<file path="config.mk">
export PLATFORM = sky130hd
export DESIGN_NAME = ioblock_deser
export DESIGN_NICKNAME = d
export VERILOG_FILES = /design/src/rtl/ioblock_deser.sv
export SDC_FILE = /design/constraint.sdc
export NUM_CORES = 1
export LEC_CHECK = 0
export ABC_AREA = 1
export CORE_MARGIN = 2
export CORE_UTILIZATION = 48
export DETAILED_ROUTE_END_ITERATION = 8
export GPL_TIMING_DRIVEN = 0
export PLACE_DENSITY = 0.73
export RECOVER_POWER = 50
export SETUP_SLACK_MARGIN = 0.3
export SLEW_MARGIN = 20
export SYNTH_ARGS = -nofsm -noshare
export SYNTH_HDL_FRONTEND = slang
export SYNTH_SLANG_ARGS = --single-unit
</file>
<file path="constraint.sdc">
create_clock -name IOCLK -period 1.29 [get_ports IOCLK]
set_input_delay 0.129 -clock IOCLK [delete_from_list [all_inputs] [get_ports IOCLK]]
set_output_delay 0.129 -clock IOCLK [all_outputs]
set_load 0.01 [all_outputs]
</file>
<file path="src/rtl/ioblock_deser.sv">
// Serial-to-parallel input deserializer with bitslip and a 2-entry valid/ready output buffer.
// Optional sync-word alignment FSM enabled by defining IOBLOCK_DESER_SYNC_EN.
module ioblock_deser #(
    parameter int               WIDTH     = 8,
    parameter logic [WIDTH-1:0] SYNC_WORD = WIDTH'(8'hA5)
) (
    input  logic             IOCLK,
    input  logic             RST,
    input  logic             CE,
    input  logic             IN_BIT,
    input  logic             BITSLIP,
    output logic [WIDTH-1:0] WORD,
    output logic             WORD_VALID,
    input  logic             WORD_READY,
    output logic             OVERRUN,
    output logic             LOCKED
);
    localparam int              CW   = $clog2(WIDTH);
    localparam logic [CW-1:0]   LAST = CW'(WIDTH - 1);

    // Only the upper WIDTH-1 bits of the shift register are ever read back.
    logic [WIDTH-2:0] sr;
    logic [CW-1:0]    cnt;
    logic [WIDTH-1:0] tail;
    logic [1:0]       fill;
    logic [WIDTH-1:0] window;
    logic             hunting;
    logic             shift_en;
    logic             push;
    logic             pop;

`ifdef IOBLOCK_DESER_SYNC_EN
    typedef enum logic {HUNT, LOCK} state_t;
    state_t state;
    assign hunting = (state == HUNT);
`else
    logic unused_sync;
    assign unused_sync = ^SYNC_WORD;
    assign hunting     = 1'b0;
`endif

    assign window     = {IN_BIT, sr};
    assign WORD_VALID = (fill != 2'd0);
    assign pop        = WORD_VALID && WORD_READY;

    // While hunting, bitslip is ignored so the sync search sees every bit.
    always_comb begin
        shift_en = CE && (hunting || !BITSLIP);
        push     = CE && !BITSLIP && !hunting && (cnt == LAST);
    end

    always_ff @(posedge IOCLK) begin
        if (RST) begin
            sr      <= '0;
            cnt     <= '0;
            WORD    <= '0;
            tail    <= '0;
            fill    <= 2'd0;
            OVERRUN <= 1'b0;
`ifdef IOBLOCK_DESER_SYNC_EN
            state   <= HUNT;
            LOCKED  <= 1'b0;
`else
            LOCKED  <= 1'b1;
`endif
        end else begin
            if (shift_en)
                sr <= window[WIDTH-1:1];

`ifdef IOBLOCK_DESER_SYNC_EN
            if (hunting) begin
                if (CE && window == SYNC_WORD) begin
                    state  <= LOCK;
                    LOCKED <= 1'b1;
                end
            end else
`endif
            if (CE && !BITSLIP)
                cnt <= push ? '0 : cnt + CW'(1);

            // Head shifts forward only when a second entry exists; an empty
            // buffer leaves WORD at the last popped value.
            if (pop && fill == 2'd2)
                WORD <= tail;

            if (push) begin
                case (fill)
                    2'd0: begin
                        WORD <= window;
                        fill <= 2'd1;
                    end
                    2'd1: begin
                        if (pop) begin
                            WORD <= window;
                        end else begin
                            tail <= window;
                            fill <= 2'd2;
                        end
                    end
                    default: begin
                        if (pop)
                            tail <= window;
                        else
                            OVERRUN <= 1'b1;
                    end
                endcase
            end else if (pop) begin
                fill <= fill - 2'd1;
            end
        end
    end
endmodule

</file>
* Word-level counts from Yosys, hierarchy flattened
Cells that the tools add are included.
** Word-level totals
- Bits in registers :: 29
- Latch bits :: 0
- RAM bits :: 0
- Bits in read-only memories :: 0
- Input bits :: 6
- Output and inout port bits :: 11
- Logic and storage cells :: 42
- Memories :: 0
** Operators by class
- Add/sub/neg operators :: 2
- $mul :: 0
- Divide/modulo/power cells :: 0
- Magnitude comparators :: 0
- Equality and inequality tests :: 6
- Shift operators :: 0
- Multiplexer cells :: 12
- Bitwise logic cells :: 3
- Reductions and logical operators :: 13
** Operators by type and width (count)
- two-way mux 8 bit :: 5
- one-hot mux 8 bit (2 select lines) :: 2
- two-way mux 2 bit :: 3
- AND reduction 3 bit :: 2
- nonzero test 2 bit :: 3
- logical AND 1 bit :: 4
- one-hot mux 2 bit (2 select lines) :: 1
- AND reduction 4 bit :: 1
- adder 3 x 1 -> 3 bit (second input constant) :: 1
- == test 3 bit (second input constant) :: 1
- two-way mux 3 bit :: 1
- != test 3 x 1 -> 1 bit (second input constant) :: 1
- != test 3 bit (second input constant) :: 1
- inverter 1 bit :: 3
- == test 2 x 1 -> 1 bit (second input constant) :: 1
- == test 2 bit (second input constant) :: 1
- zero test 2 bit :: 1
- != test 2 bit (second input constant) :: 1
- OR reduction 2 bit :: 1
- subtractor 2 x 1 -> 2 bit (second input constant) :: 1
- zero test 1 bit :: 1

* Logic depth before layout (Yosys ltp)
Gate-level depths: netlist of the first run.
- Word-level depth :: 7
- Depth in mapped cells :: 10
- Depth with buffers taken out :: 10

* Worst setup path before layout of the first run
No wires, ideal clock.
- Kind :: register to register
- Start :: register fill[1]
- End :: register fill[0]
- Arrival time :: 1.257 ns
- Required time :: 1.174 ns
- Slack :: -0.083 ns
- Stages on the path, launching flop included :: 10
- Buffers on the path :: 0
- Cells stage by stage :: dfxtp_1 > inv_1 > ha_1 > inv_2 > nand2_1 > nor2_1 > nand2_1 > nand3_1 > and2_1 > nor2_1
** On the way
- Longest elaborated chain between the ends :: 4
- Elaborated cells on any way between the ends :: 10
** RTL lines
- from (decl) :: line 25 : logic [1:0] fill;
- from (signal assigned) :: line 108 : fill <= fill - 2'd1;
- nonzero test 2 bit * :: line 43 : assign WORD_VALID = (fill != 2'd0);
- net WORD_VALID :: line 13 : output logic WORD_VALID,
- logical AND 1 bit * :: line 44 : assign pop = WORD_VALID && WORD_READY;
- != test 3 bit (no line) or nonzero test 2 bit (tied branches)
- AND reduction 3 bit (no line) *
The timed path passes the listed nets; every way through them passes the cells marked *.
A chain may end at the register's enable or synchronous reset.

* Worst setup path in the final report of the first run
- Start :: register cnt[0]
- End :: register tail[0]
** On the way
- Longest elaborated chain between the ends :: 3
** RTL lines
- from (decl) :: line 23 : logic [CW-1:0] cnt;
- from (signal assigned) :: line 79 : cnt <= push ? '0 : cnt + CW'(1);
- == test 3 bit :: line 49 : push = CE && !BITSLIP && !hunting && (cnt == LAST);
- logical AND 1 bit :: line 49
- AND reduction 4 bit (no line)
- to (signal assigned) :: line 96 : tail <= window;
- to (signal assigned) :: line 102 : tail <= window;
- to (decl) :: line 24 : logic [WIDTH-1:0] tail;
No other way between the ends.

==> metrics, run 1 <==
fraction of layout cells with a size suffix above 1 37.7%; Util after Layout 66.9%; Max Slew Vio Count 0; GRT Overall Usage 21.4%; initial antenna violation count 0; antenna-violating nets left 0; Final period util 108%; placed cells 229; syn_nets 195; origin of the worst min-delay path RST; Post-Route WL 3160 um; min Tclk post-route 1.39 ns; worst skew pair latency 0.32 ns; Hold WC Path Type input port to flop; critical path endpoint category flop; clk root buf clkbuf_4; CTS sink cnt 29; synthesized cell area 1360 um2; Core Rows 19; hold buffer count at CTS 0; final worst slack -0.102 ns; Seq cells post-synth 29; Die Wd 57.2 um; Final Hold Viols 0; vias 1298; Layout fillers 239; Clock Tree Buf Depth 2; Hold Path Sink WORD[4]; Hold Path Cell Cnt 2; DR WL/cell 12.8 um; worst vdd ir 0.738 mV; Seq/Total Area, Yosys 42.7%; dpl ws -0.210 ns; fmax 0.718 GHz; Synth Instances 184; Max-slew headroom 64.6%; port bufs 14; Leakage 0.000688 uW; largest net degree at the start of global routing 11; crit path launch type flop; unrepaired setup endpoints after global routing true; Critical Path AT 1.65 ns; total CTS buffers 5; max-cap violations 0; Worst-Margin Slew 0.531 ns; Reg area 602 um2; R2R cell count 8; CP required 1.55 ns; dpl hpwl 2000 um; final setup TNS -1.50 ns; DIE AREA 3280 um2; diode count 0; multi-input logic area 790 um2; CP Max Fanout 8; first-pass GRT wire length 5260 um; critical path class flop to flop; drt pass-1 iters 4; R2R Setup Slk -0.10 ns; failing checks negative setup slack; TritonCTS clock tree done; syn avg cell area 7.39 um2; Initial Util 49.7%; Clock transition at path regs 0.09 ns; Layout area overhead 34.5%; DR DRC count 0; r2r startpoint cnt[0]; Critical R2R Capture tail[0]; Yosys warnings 0; Final Setup Violations 19; number of global-route vias before repair 1184; Placer Congestion 0.785; final cell count without fillers 246; WHS 0.0783 ns; final net count 225; H-tree lvl count 2; total grt overflow 0; pwr dens 1070 nW/um2; Die Ht 57.2 um; core region area 2730 um2; io pins 17; post-synthesis cell type count 26; Clock Skew 0.00623 ns; status finished with violations; DR iter-0 viols 26; DR vias/cell 5.28
[sequential cells by signal, indices dropped and copies added, names as in the netlist]
signal and cells:
OVERRUN 1, WORD 8, cnt 3, fill 2
sr 7, tail 8
[placed cells by master (no fill, tap or decap), drive strengths merged]
cell type       n
dfxtp          29
nor2           13
inv            22
nand3           6
dlymetal6s2s    1
a21oi          25
and2            1
conb            1
clkdlybuf4s50   3
clkbuf         10
o211a           1
clkinv          1
a31oi           1
ha              5
o21ai          22
nand2          52
buf            22
[cell families (layout without fill, tap and decap cells)]
group           after synthesis  in the layout  synth area share, %
flops                        29             29                 42.7
compound gates               49             49                 19.0
fa+ha+maj                     5              5                 4.60
buf+inv                      29             59                 9.66
simple gates                 71             72                 23.7
other cells                   1              1                0.276
[critical path, cell delays in order, from the launching register on]
cell and delay (ns):
dfxtp_2 0.37, ha_4 0.15, ha_4 0.15, nand3_4 0.12, inv_6 0.12, nand3_4 0.12
clkinv_4 0.12, nand2_1 0.05, a21oi_1 0.12
[per-stage QoR]
| stage | power, uW | instance area (um2) |
|---|---|---|
| 2_1_floorplan | 1150 | 1440 |
| 3_3_place_gp | 1210 | 1620 |
| 3_5_place_dp | 1220 | 1620 |
| 4_1_cts | 1930 | 1750 |
| 5_1_grt | 2040 | 1830 |
| 6_report | 1950 | 1830 |
[power breakdown]
group / internal (uW) / total (uW) / switching [uW] / leakage [uW]
Sequential: 924 / 956 / 31.9 / 0.000242
Clock: 385 / 706 / 321 / 0.0000437
Combinational: 123 / 291 / 169 / 0.000402
Total: 1430 / 1950 / 521 / 0.000688
[Yosys cell counts]
cell | number | area share [%]
buf_2 | 2 | 0.74
clkbuf_2 | 1 | 0.37
ha_1 | 5 | 4.6
o21ai_0 | 13 | 4.8
o211a_1 | 1 | 0.74
nand3_4 | 3 | 3.9
nand3_1 | 2 | 0.74
inv_4 | 1 | 0.46
inv_2 | 2 | 0.55
a31oi_1 | 1 | 0.46
dfxtp_1 | 29 | 43
nand2_1 | 52 | 14
nor2_2 | 1 | 0.46
buf_4 | 1 | 0.55
conb_1 | 1 | 0.28
nor2_4 | 1 | 0.83
a21oi_1 | 24 | 8.8
o21ai_2 | 1 | 0.64
a21oi_2 | 1 | 0.64
inv_1 | 19 | 5.2
buf_6 | 1 | 0.83
nor2_1 | 11 | 3.0
and2_1 | 1 | 0.46
clkinv_4 | 1 | 0.64
clkbuf_1 | 1 | 0.28
o21ai_1 | 8 | 2.9
[how the worst max path moves through the flow]
stage,start,to,slack [ns],cells past startpoint
floorplan,fill[0],WORD[5],0.07,9
global route,cnt[0],tail[4],-0.19,8
finish,cnt[0],tail[0],-0.10,8
detailed placement,WORD_READY,WORD[5],-0.21,6
global placement,WORD_READY,WORD[5],-0.20,6
CTS,cnt[1],tail[0],-0.08,8
[routing by layer]
metal / GRT usage (%) / wire, um
met1: 25.2 / 1360
met2: 36.3 / 1640
met3: 6.12 / 112
met4: 8.97 / 51
met5: 0 / 0
[layout make-up]
cell class | instances | share of cell area (%)
Multi-Input combinational cell | 127 | 43.2
Sequential cell | 29 | 32.9
Tap cell | 31 | 2.12
Inverter | 23 | 5.95
Buffer | 6 | 2.19
Timing Repair Buffer | 22 | 9.30
Clock buffer | 8 | 4.38
[what timing repair did]
| action | in CTS | in global routing |
|---|---|---|
| endpoints found under the setup margin | 34 | 26 |
| cloned | 2 | 0 |
| pin swaps | 1 | 5 |
| resized for setup | 63 | 20 |
| setup buffers | 5 | 2 |
Note: power is estimated with default switching activity, not from simulation.
==> inputs of run 2 (changes only) <==
- CORE_UTILIZATION: 48 -> 40
- GPL_TIMING_DRIVEN: 0 -> default
- PLACE_DENSITY: 0.73 -> default
==> run 2 against run 1 <==
Compared with the run above:
- the flow still finishes with violations (negative setup slack)
- sequential share of layout area down 2.1 points
- core utilization decreased by 8.4 points
- count of clock-buffer cells in the layout decreased by 3
- register-to-register slack about the same
==> metrics, run 2 (same netlist as run 1, synthesis figures left out) <==
CP bufs+invs 3; min Tclk post-route 1.40 ns; placed cells 253; TritonCTS clock tree done; CP Max Fanout 6; Clock Tree Buf Depth 2; DR vias/cell 4.74; R2R cell count 8; port bufs 15; Post-Route WL 3180 um; fmax 0.717 GHz; Clock Skew 0.00846 ns; first-pass GRT wire length 5310 um; initial antenna violation count 0; Critical R2R Capture tail[3]; Max Slew Vio Count 0; CP endpoint tail[3]; Crit-path slowest cell dfxtp_4; WHS 0.430 ns; DR iter-0 viols 59; final worst slack -0.106 ns; largest net degree at the start of global routing 18; DR DRC count 0; origin of the worst min-delay path IN_BIT; Crit path max-delay family flip-flops; total grt overflow 0; drt pass-1 iters 4; diode count 0; r2r startpoint fill[1]; Util after Layout 58.5%; pwr dens 962 nW/um2; crit path launch type flop; max-cap violations 0; vias 1276; most used cell, CP buf_12; hold buffer count at CTS 0; Crit. path cell count 8; Leakage 0.000733 uW; Final Hold Viols 0; Placer Congestion 0.788; CP required 1.51 ns; Final Setup Violations 18; worst skew pair latency 0.33 ns; DR WL/cell 11.8 um; commonest non-fill, non-tap cell in the layout nand2_1; Clock transition at path regs 0.10 ns; Layout area overhead 42.3%; critical path class flop to flop; CP startpoint fill[1]; Hold WC Path Type input port to flop; failing checks negative setup slack; CTS sink cnt 29; GRT Overall Usage 17.4%; status finished with violations; number of global-route vias before repair 1179; Die Wd 62.3 um; dpl hpwl 2100 um; clk root buf clkbuf_4; Die Ht 62.3 um; R2R Setup Slk -0.11 ns; worst path cell trace inv_4 > ha_4 > buf_12 > a21oi_4 > nand3_4 > buf_12 > nand2_1 > a21oi_1; DIE AREA 3880 um2; core region area 3310 um2; Final period util 108%; Initial Util 41.1%; total CTS buffers 5; Critical Path AT 1.62 ns; Core Rows 21; H-tree lvl count 2; fraction of layout cells with a size suffix above 1 39.9%; slowest stage delay, CP 0.37 ns; final net count 233; unrepaired setup endpoints after global routing true; critical path endpoint category flop; Top Registers WORD x8, tail x8, sr x7; most frequent cells in the layout nand2_1, dfxtp_1, a21oi_1, inv_1, buf_4; worst vdd ir 0.542 mV; antenna-violating nets left 0; final cell count without fillers 269; io pins 17
run 2: cell count changes in the layout (fill, tap and decap cells not counted), moves of 3 or more:
cell	before	now
buf_4	7	14
nand2_1	48	44
buf_12	0	3
buf_6	5	2
dfxtp_1	16	19
nand2_2	3	6
o21ai_1	8	5
o21ai_2	3	6
run 2: how the worst min path moves through the flow:
stage	endpoint	slack [ns]	cells past startpoint
after floorplan	tail[7]	0.27	2
after global placement	tail[6]	0.45	2
after detailed placement	tail[7]	0.46	2
after CTS	WORD[7]	0.42	3
after global routing	WORD[7]	0.43	3
final	WORD[7]	0.43	3
run 2: power by group:
part	switching [uW]	leakage (uW)	internal, uW
logic	192	0.000458	188
clock network	322	0.0000353	207
registers	28.3	0.000241	924
run 2: area by class of cell:
class / count / area, um2
clock inverters: 3 / 16.3
inverters: 23 / 104
multi-input cells: 127 / 825
flip-flops and latches: 29 / 596
repair buffers: 36 / 300
clock buffers: 5 / 37.5
fillers: 335 / 1380
well taps: 46 / 57.6
run 2: stage by stage:
step / total power (uW) / instance area (um2) / TNS, ns / setup WS, ns
after global placement: 1260 / 1730 / -2.94 / -0.202
after CTS: 1860 / 1880 / -1.10 / -0.0867
after detailed placement: 1270 / 1730 / -4.12 / -0.230
after global routing: 1970 / 1940 / -2.33 / -0.162
after floorplan: 1150 / 1440 / 0 / 0.0660
final: 1860 / 1940 / -1.25 / -0.106
run 2: worst reg2reg max path: stages, from the launching register on:
cell	delay (ns)
dfxtp_4	0.37
inv_4	0.05
ha_4	0.17
buf_12	0.13
a21oi_4	0.16
nand3_4	0.14
buf_12	0.16
nand2_1	0.06
a21oi_1	0.07
run 2: what timing repair did:
item | 4_1_cts | 5_1_grt
pin swaps | 8 | 6
gates cloned | 1 | 0
gates resized for setup | 73 | 11
endpoints found under the hold margin | 0 | 0
endpoints found under the setup margin | 38 | 23
buffers inserted | 5 | 2
run 2: layer usage:
metal | global-route usage, % | vias up | wire length [um]
met5 | 0 | - | 0
met4 | 7.78 | 0 | 83
met3 | 5.25 | 10 | 122
met2 | 29.6 | 19 | 1570
met1 | 20.0 | 579 | 1400
li1 | - | 668 | -
